==> src/rtl/lt24_pixel_writer.sv <==
// Pixel-interface responder that serialises accepted pixels into LT24 (ILI9341) 16-bit bus writes.
// Pixels that continue a raster run skip the address window and send only the data word.
module lt24_pixel_writer #(
  parameter int unsigned LCD_WIDTH      = 240,
  parameter int unsigned LCD_HEIGHT     = 320,
  parameter int unsigned WR_LOW_CYCLES  = 2,
  parameter int unsigned WR_HIGH_CYCLES = 2
) (
  input  logic        clock,
  input  logic        resetApp_n,
  input  logic [7:0]  xAddr,
  input  logic [8:0]  yAddr,
  input  logic [15:0] pixelData,
  input  logic        pixelWrite,
  output logic        pixelReady,
  output logic        LT24Wr_n,
  output logic        LT24Rd_n,
  output logic        LT24CS_n,
  output logic        LT24RS,
  output logic [15:0] LT24Data
);

  localparam int unsigned WORD_CYCLES = WR_LOW_CYCLES + WR_HIGH_CYCLES;
  localparam int unsigned CW          = (WORD_CYCLES > 1) ? $clog2(WORD_CYCLES) : 1;
  localparam int unsigned ADDR_WORDS  = 11;
  localparam logic [15:0] X_END       = 16'(LCD_WIDTH - 1);
  localparam logic [15:0] Y_END       = 16'(LCD_HEIGHT - 1);

  typedef enum logic [2:0] {
    sInit,
    sIdle,
    sCheck,
    sAddr,
    sData,
    sDone
  } stateT;

  stateT         state;
  stateT         nextState;
  logic [CW-1:0] cycCnt;
  logic [3:0]    wordIdx;
  logic          wordDone;
  logic          addrLast;
  logic [7:0]    xLat;
  logic [8:0]    yLat;
  logic [15:0]   dataLat;
  logic [7:0]    expX;
  logic [8:0]    expY;
  logic          expValid;
  logic [15:0]   xExt;
  logic [15:0]   yExt;
  logic          outOfRange;
  logic          addrMatch;

  assign xExt       = {8'h00, xLat};
  assign yExt       = {7'h00, yLat};
  assign outOfRange = (xExt >= 16'(LCD_WIDTH)) || (yExt >= 16'(LCD_HEIGHT));
  assign addrMatch  = expValid && (xLat == expX) && (yLat == expY);
  assign wordDone   = (cycCnt == CW'(WORD_CYCLES - 1));
  assign addrLast   = (wordIdx == 4'(ADDR_WORDS - 1));

  always_ff @(posedge clock or negedge resetApp_n) begin
    if (!resetApp_n) begin
      state <= sInit;
    end else begin
      state <= nextState;
    end
  end

  always_comb begin
    nextState = state;
    unique case (state)
      sInit:  nextState = sIdle;
      sIdle:  if (pixelWrite) nextState = sCheck;
      sCheck: begin
        if (outOfRange)      nextState = sIdle;
        else if (addrMatch)  nextState = sData;
        else                 nextState = sAddr;
      end
      sAddr:  if (wordDone && addrLast) nextState = sData;
      sData:  if (wordDone) nextState = sDone;
      sDone:  nextState = sIdle;
      default: nextState = sInit;
    endcase
  end

  // Word sequencer: cycCnt walks the low+high strobe phases, wordIdx the address words.
  always_ff @(posedge clock or negedge resetApp_n) begin
    if (!resetApp_n) begin
      cycCnt  <= '0;
      wordIdx <= '0;
    end else if (state == sAddr || state == sData) begin
      if (wordDone) begin
        cycCnt  <= '0;
        wordIdx <= (state == sAddr && !addrLast) ? wordIdx + 4'd1 : '0;
      end else begin
        cycCnt <= cycCnt + CW'(1);
      end
    end else begin
      cycCnt  <= '0;
      wordIdx <= '0;
    end
  end

  always_ff @(posedge clock or negedge resetApp_n) begin
    if (!resetApp_n) begin
      xLat    <= '0;
      yLat    <= '0;
      dataLat <= '0;
    end else if (state == sIdle && pixelWrite) begin
      xLat    <= xAddr;
      yLat    <= yAddr;
      dataLat <= pixelData;
    end
  end

  // Mirrors the panel's auto-increment inside the full-screen window.
  always_ff @(posedge clock or negedge resetApp_n) begin
    if (!resetApp_n) begin
      expX     <= '0;
      expY     <= '0;
      expValid <= 1'b0;
    end else if (state == sDone) begin
      expValid <= 1'b1;
      if (xExt == X_END) begin
        expX <= '0;
        expY <= (yExt == Y_END) ? '0 : yLat + 9'd1;
      end else begin
        expX <= xLat + 8'd1;
        expY <= yLat;
      end
    end
  end

  always_comb begin
    pixelReady = (state == sIdle);
    LT24Rd_n   = 1'b1;
    LT24CS_n   = 1'b1;
    LT24Wr_n   = 1'b1;
    LT24RS     = 1'b1;
    LT24Data   = '0;
    if (state == sAddr || state == sData) begin
      LT24CS_n = 1'b0;
      LT24Wr_n = (cycCnt < CW'(WR_LOW_CYCLES)) ? 1'b0 : 1'b1;
    end
    if (state == sData) begin
      LT24Data = dataLat;
    end else if (state == sAddr) begin
      unique case (wordIdx)
        4'd0:    begin LT24RS = 1'b0; LT24Data = 16'h002A; end
        4'd1:    LT24Data = {8'h00, xExt[15:8]};
        4'd2:    LT24Data = {8'h00, xExt[7:0]};
        4'd3:    LT24Data = {8'h00, X_END[15:8]};
        4'd4:    LT24Data = {8'h00, X_END[7:0]};
        4'd5:    begin LT24RS = 1'b0; LT24Data = 16'h002B; end
        4'd6:    LT24Data = {8'h00, yExt[15:8]};
        4'd7:    LT24Data = {8'h00, yExt[7:0]};
        4'd8:    LT24Data = {8'h00, Y_END[15:8]};
        4'd9:    LT24Data = {8'h00, Y_END[7:0]};
        4'd10:   begin LT24RS = 1'b0; LT24Data = 16'h002C; end
        default: LT24Data = '0;
      endcase
    end
  end

endmodule
==> config.mk <==
export PLATFORM = sky130hd
export DESIGN_NAME = lt24_pixel_writer
export DESIGN_NICKNAME = d
export VERILOG_FILES = /design/src/rtl/lt24_pixel_writer.sv
export SDC_FILE = /design/constraint.sdc
export NUM_CORES = 1
export LEC_CHECK = 0
export CAP_MARGIN = 20
export CORE_MARGIN = 3
export CORE_UTILIZATION = 49
export DETAILED_ROUTE_END_ITERATION = 10
export PLACE_DENSITY_LB_ADDON = 0.12
export SYNTH_ARGS = -nofsm -noshare
export SYNTH_HDL_FRONTEND = slang
export SYNTH_SLANG_ARGS = --single-unit
==> constraint.sdc <==
create_clock -name clock -period 1.7 [get_ports clock]
set_input_delay 0.34 -clock clock [delete_from_list [all_inputs] [get_ports clock]]
set_output_delay 0.34 -clock clock [all_outputs]
set_load 0.01 [all_outputs]
==> results of run 1 <==
[placed cells by master (no fill, tap or decap), drive strengths merged, types with 5 or more instances in the layout]
cell	Yosys	routed
a31oi	10	10
dfrtp	60	60
nand2b	5	5
mux2	31	31
buf	21	116
and3	5	5
nand3b	6	6
nor3	5	5
a21oi	21	21
nand2	36	36
ha	8	8
o21ai	29	29
xor2	5	5
nand3	10	10
clkbuf	8	13
and2	9	9
nand4	7	7
nor2	17	17
inv	9	9
nor4	6	6
xnor2	19	19
clkdlybuf4s50	0	34
o31ai	7	7
[where the power goes]
| group | internal (mW) | switching, mW |
|---|---|---|
| Sequential | 1.43 | 0 |
| Combinational | 0.184 | 0.0961 |
| Clock | 0.752 | 0.576 |
[layer usage]
| layer | vias to the layer above | global-route usage [%] |
|---|---|---|
| met1 | 1674 | 36.5 |
| li1 | 1577 | - |
| met4 | 0 | 14.3 |
| met5 | - | 0 |
| met2 | 171 | 40.7 |
| met3 | 55 | 7.00 |
[flip-flops by register name, summed over array words and instances, names as in the netlist]
signal	cells
expValid	1
xLat	8
yLat	9
expX	8
dataLat	16
state	3
cycCnt	2
wordIdx	4
expY	9
[area by class of cell]
class                   instances  area (um2)
clock buffers                  12         155
clock inverters                 4        47.5
fillers                       459        1570
inverters                       9        36.3
multi-input cells             270        2410
flip-flops and latches         60        1510
well taps                      99         124
repair buffers                152        1440
[cell usage after synthesis (2+ instances only)]
| master | instances | share of area (%) |
|---|---|---|
| a41oi_1 | 2 | 0.47 |
| mux2_2 | 18 | 5.5 |
| nand4b_1 | 2 | 0.47 |
| inv_1 | 9 | 0.91 |
| nand4_1 | 7 | 1.2 |
| and2_1 | 8 | 1.3 |
| xor2_1 | 5 | 1.2 |
| nor3_1 | 5 | 0.67 |
| and3_1 | 5 | 0.84 |
| nand3b_1 | 5 | 1.0 |
| nor2b_1 | 3 | 0.51 |
| a31oi_1 | 10 | 1.7 |
| nand2b_1 | 5 | 0.84 |
| a21oi_2 | 2 | 0.47 |
| nor2_1 | 17 | 1.7 |
| ha_1 | 8 | 2.7 |
| dfrtp_1 | 60 | 40 |
| clkbuf_1 | 8 | 0.81 |
| mux2_4 | 13 | 5.3 |
| xnor2_1 | 19 | 4.5 |
| buf_6 | 3 | 0.91 |
| o211ai_1 | 2 | 0.40 |
| nand3_1 | 8 | 1.1 |
| nand2_1 | 35 | 3.5 |
| nor3b_4 | 2 | 1.0 |
| o21ai_0 | 25 | 3.4 |
| o31ai_1 | 6 | 1.2 |
| a21oi_1 | 19 | 2.6 |
| buf_2 | 5 | 0.67 |
| buf_4 | 12 | 2.4 |
| nand3_4 | 2 | 0.94 |
| a31o_2 | 3 | 0.71 |
| o21ai_1 | 4 | 0.54 |
| nor4_1 | 4 | 0.67 |
[worst register-to-register path: stages, from the launching register on]
cell       delay (ps)
dfrtp_1           410
buf_6             140
buf_6             110
buf_6             110
nor3b_4           170
and2_4            220
buf_6             140
clkbuf_16         150
mux2_4            300
[worst paths after layout]
kind                                              from                endpoint  slack, ps  cells after the start
min in group asynchronous                   resetApp_n     expX[0]$_DFFE_PN0N_        480                      2
worst max register to register    state[1]$_DFFE_PN0P_     yLat[4]$_DFFE_PN0P_       -150                      8
worst min-delay path               cycCnt[0]$_DFF_PN0_     cycCnt[0]$_DFF_PN0_        440                      1
worst max-delay path            wordIdx[1]$_DFFE_PN0P_             LT24Data[0]       -590                      9
max in group asynchronous                   resetApp_n  wordIdx[0]$_DFFE_PN0P_        630                      3
worst min register to register     cycCnt[0]$_DFF_PN0_     cycCnt[0]$_DFF_PN0_        440                      1
[kinds of logic (layout without fill, tap and decap cells)]
group / Yosys count / in the layout / synth area share (%)
fa+ha+maj: 8 / 8 / 2.70
mux: 32 / 32 / 11.0
xor+xnor: 24 / 24 / 5.66
buf+inv: 38 / 177 / 6.27
simple gates: 122 / 122 / 20.1
other cells: 1 / 1 / 0.101
compound gates: 83 / 83 / 13.8
flops: 60 / 60 / 40.4
[through the flow]
stage                     TNS (ps)  util (%)  cells
after floorplan               -798         -    368
after detailed placement    -10240      65.7    561
final                       -10750      78.4    606
after global placement       -8350      65.7    561
after CTS                    -9470      75.6    598
after global routing        -14580      78.4    606
[timing repair]
action | CTS | global route
cloned | 4 | 1
hold endpoints to repair | 17 | 0
endpoints found under the setup margin | 63 | 71
pin swaps | 20 | 21
resized for setup | 184 | 34
hold buffers | 1 | 0
setup buffers | 17 | 12
==> key figures, run 1 <==
Clocking
  – CTS root buffer: clkbuf_8
  – Clk pin slew, worst setup/hold paths: approximately 70 ps
  – CTS tree: yes
  – CTS H-tree lvls: 3
  – Worst skew pair latency: roughly 350 ps
  – Cts bufs inserted: 9
  – Clock buffer depth: 2
  – # clock sinks: 60

Synthesis
  – Post-synth EDFFs: 0
  – Register bit count reported by yosys: 60
  – Post-Syn Area: 3710 um2
  – Post-synthesis instance total: roughly 370
  – Register area share after synthesis: between 40% and 50%
  – Yosys cell types: 61
  – Syn nets: slightly above 400
  – Top FF cell, synth: dfrtp_1
  – Total of warnings raised by yosys: 0
  – Post-synth ARST share: 100%
  – Syn avg cell area: 10.1 um2

Worst setup path
  – Worst-path fanout max: 5
  – Startpoint types: register
  – CP Buf/Inv Count: 4
  – Critical Path End Type: primary output
  – Worst EP required: approximately 1400 ps
  – Delay-heaviest family, CP: buffers and inverters
  – Worst EP arrival: 1950 ps
  – Slowest stage delay, CP: 420 ps
  – Cells along the critical path: inv_2, ha_4, buf_6, buf_4, a21oi_1, o21ai_1, a2bb2oi_2, o21ai_2, buf_2
  – Slowest cell on crit path: dfrtp_1
  – Crit path kind: register to primary output

Global routing
  – Overflow after GRT: 0
  – Initial antenna violation count: 0
  – First-pass GRT wire length: around 18000 um
  – Largest net degree at the start of global routing: 44
  – Overall routing resource usage: 27.3%
  – Vias in the first global route: 3468

STA
  – F_max: 437 MHz
  – Final Max Slew Viols: 0
  – Final hold slack: 437 ps
  – # setup viols final: a little under 60
  – Period utilization: 135%
  – Final WS setup: -588 ps
  – Setup repair after global routing missed its margin: yes
  – Final Hold Viols: 0
  – Worst clock skew: between 9 and 10 ps
  – Clock period minus worst slack: between 2000 and 2500 ps

Die
  – Core footprint: between 7000 and 8000 um2
  – Die height: between 90 and 100 um
  – Cell Rows: 31
  – Initial cell density of the core: roughly half
  – Die width: roughly 93 um
  – Num ports: between 50 and 60
  – Die area: between 8000 and 9000 um2

Run status
  – Outcome: complete, but fails checks
  – Failing checks: negative setup slack

Final layout
  – Nets@finish: roughly 550
  – Layout cells sized above 1: 47.9%
  – Inserted Diodes: 0
  – Final Cell Area: 5720 um2
  – Area growth syn-to-layout: 54.0%

Route
  – Routed WL: between 10000 and 15000 um
  – Met1 wire length: around 5000 um
  – Final ANT Viol Nets: 0
  – Metal3 WL: approximately 830 um
  – Initial DRC Count: 250
  – DR DRC count: 0
  – Routed wl met2: about 5500 um
  – Wirelength per Cell: between 15 and 20 um
  – Drt pass-1 iters: 5
  – Vias: ~3500
  – DR top layer: met4
  – Vias/cell: roughly 5.7

Placement
  – Placed cell area: between 4000 and 5000 um2
  – HPWL after DPL: between 7000 and 8000 um
  – RePlAce Congestion: roughly 0.9
  – Number of port buffers: 55
  – Pre-CTS setup slack: -624 ps

Power
  – Maximum VDD drop: about 0.59 mV
  – P_leak: approximately 2.6 nW
  – PwrDens: roughly 530 nW/um2
  – Tot Pwr: just over 3 mW

Flow run
  – Max-cap violations: 0

Min path
  – Worst hold path class: register to register
(Power assumes the default switching activity.)
==> inputs of run 2 (changes only) <==
- PLACE_DENSITY: default -> 0.76
- PLACE_DENSITY_LB_ADDON: 0.12 -> default
==> run 2 against run 1 <==
  * The flow still finishes with violations (negative setup slack)
  * Via count increased by 3.0%
  * Clock skew grew 0.90 ps
  * Sequential share of layout area shrank 0.063 points
  * Largest power group unchanged
  * Setup slack worse by 130 ps
  * Count of clock-buffer cells in the layout shrank 3
==> key figures, run 2 (synthesis gave the netlist of run 1 again) <==
Run status
  – Outcome: complete, but fails checks
  – Failing checks: negative setup slack

Clocking
  – Clk pin slew, worst setup/hold paths: 80 ps (about the same)
  – Worst skew pair latency: 360 ps (about the same)
  – CTS H-tree lvls: 3 (unchanged)
  – Cts bufs inserted: 9 (unchanged)
  – # clock sinks: 60 (unchanged)
  – Clock buffer depth: 2 (unchanged)
  – CTS root buffer: clkbuf_8
  – CTS tree: yes

STA
  – Worst clock skew: 10.7 ps (+0.904 ps)
  – Setup repair after global routing missed its margin: yes
  – # setup viols final: 56 (-3.4%)
  – Period utilization: 142% (+7.6 points)
  – Final Hold Viols: 0 (unchanged)
  – Final Max Slew Viols: 0 (unchanged)
  – Final WS setup: -717 ps (-129 ps)
  – TNS Setup: -8790 ps (+1960 ps)
  – F_max: 414 MHz (-5.3%)
  – Clock period minus worst slack: 2420 ps (+129 ps)

Route
  – Drt pass-1 iters: 5 (unchanged)
  – Final ANT Viol Nets: 0 (unchanged)
  – Wirelength per Cell: 20.8 um (+6.3%)
  – Routed WL: 12600 um (+6.1%)
  – Vias: 3583 (+3.0%)
  – Initial DRC Count: 263 (+5.2%)
  – Vias/cell: 5.92 (+3.2%)
  – DR DRC count: 0 (unchanged)

Final layout
  – Area growth syn-to-layout: 54.4%
  – Multi-input logic area: 2460 um2 (+2.1%)
  – Fillcell total: 437 (-4.8%)
  – Reg area: 1510 um2 (unchanged)
  – Layout cells sized above 1: 48.8% (+0.89 points)
  – Most frequent cells in the layout: buf_4, dfrtp_1, clkdlybuf4s50_1
  – Max reg flops: 16 (unchanged)
  – Final std cells w/o fill: 605 (-0.17%)
  – Largest registers: dataLat: 16 flops, expY: 9 flops, yLat: 9 flops
  – Final Core Density: 78.6% (+0.19 points)
  – Commonest non-fill, non-tap cell in the layout: buf_4
  – Largest register by flop count: dataLat
  – Nets@finish: 545 (-0.18%)
  – Inserted Diodes: 0 (unchanged)

Die
  – Die area: 8660 um2 (unchanged)
  – Die width: 93.0 um (unchanged)
  – Cell Rows: 31 (unchanged)
  – Num ports: 57 (unchanged)
  – Die height: 93.0 um (unchanged)
  – Core footprint: 7290 um2 (unchanged)
  – Initial cell density of the core: 50.9% (unchanged)

Placement
  – Cells after DPL: 560 (-0.18%)
  – RePlAce Congestion: 0.921 (+1.9%)
  – Number of port buffers: 55 (unchanged)
  – Pre-CTS setup slack: -637 ps (-13.6 ps)
  – HPWL after DPL: 7060 um (+0.64%)

Global routing
  – First-pass GRT wire length: 17000 um (-6.0%)
  – Vias in the first global route: 3438 (-0.87%)
  – Initial antenna violation count: 0 (unchanged)
  – Largest net degree at the start of global routing: 61 (+39%)
  – Overall routing resource usage: 25.4% (-1.9 points)
  – Overflow after GRT: 0 (unchanged)

Power
  – P_leak: 2.58 nW (about the same)
  – Tot Pwr: 3.03 mW (-0.41%)
  – PwrDens: 528 nW/um2 (-0.65%)
  – Maximum VDD drop: 0.803 mV (+36%)

Flow run
  – Max-cap violations: 0 (unchanged)

Worst setup path
  – Worst EP arrival: 2080 ps (+130 ps)
  – Crit path kind: register to primary output
  – Critical R2R Launch: wordIdx[1]$_DFFE_PN0P_
  – Reg2reg end: wordIdx[3]$_DFFE_PN0P_
  – Delay-heaviest family, CP: buffers and inverters
  – R2R Setup Slk: -90 ps (+60 ps)
  – Worst EP required: 1360 ps (about the same)
  – R2r worst-path depth: 8 (unchanged)
  – CP Buf/Inv Count: 3 (-1)
  – Critical Path End Type: primary output
  – Slowest stage delay, CP: 410 ps (about the same)
  – Startpoint types: register
  – Slowest cell on crit path: dfrtp_1
  – Cells along the critical path: buf_6, ha_4, nor2_1, o311ai_2, buf_4, a21oi_2, o21ai_2, buf_2
  – Worst-path fanout max: 6 (+1)

Min path
  – Worst hold path class: register to register
  – Hold path endpoint: cycCnt[0]$_DFF_PN0_
  – Startpoint of the worst hold path: cycCnt[0]$_DFF_PN0_
  – Hold depth: 1 (unchanged)
run 2: changes by cell type in the layout (fill, tap and decap cells not counted), moves of 2 or more:
cell	previous run	this run
o21ai_0	9	11
a31oi_2	0	2
buf_16	2	0
a31oi_1	9	7
clkinv_4	0	2
buf_6	32	30
o21ai_1	12	10
clkbuf_8	11	9
o31ai_4	1	3
clkbuf_16	1	3
buf_4	63	65
run 2: worst max path at each step:
| stage | cells after the start | from | slack, ps | end |
|---|---|---|---|---|
| 6_report | 8 | wordIdx[0]$_DFFE_PN0P_ | -720 | LT24Data[5] |
| 5_1_grt | 8 | wordIdx[0]$_DFFE_PN0P_ | -730 | LT24Data[3] |
| 4_1_cts | 7 | wordIdx[0]$_DFFE_PN0P_ | -510 | LT24Data[0] |
| 3_5_place_dp | 8 | wordIdx[1]$_DFFE_PN0P_ | -640 | LT24Data[3] |
| 3_3_place_gp | 8 | wordIdx[0]$_DFFE_PN0P_ | -610 | LT24Data[0] |
| 2_1_floorplan | 7 | wordIdx[1]$_DFFE_PN0P_ | -110 | LT24Data[6] |
run 2: final cells by class:
type                       count  area share [%]
timing repair buffer         151            24.5
sequential                    60            26.3
clock buffer                   9            2.16
tap                           99            2.16
inverter                       9           0.589
multi-input combinational    270            43.0
clock inverter                 7            1.33
run 2: metal layers:
layer  track usage (%)  part of all wire, %
met2              42.7                   49
met4              11.7                  4.7
met1              31.9                   39
met3              4.42                  6.6
met5                 0                    0
run 2: metrics by stage:
step                area, um2  hold slack [ps]
finish                   5730              444
detailed placement       4780              377
global placement         4780              373
floorplan                3780             44.4
global route             5730              470
CTS                      5250              451
run 2: repair_timing:
action	4_1_cts	5_1_grt
hold buffers	1	0
setup endpoints to repair	33	58
resized for setup	146	74
cloned	2	4
setup buffers	12	18
pin swaps	24	17
hold endpoints to repair	35	0
run 2: where the power goes:
part | switching [mW] | internal, mW | total (mW)
Sequential | 0 | 1.43 | 1.43
Combinational | 0.0926 | 0.170 | 0.263
Clock | 0.651 | 0.683 | 1.33
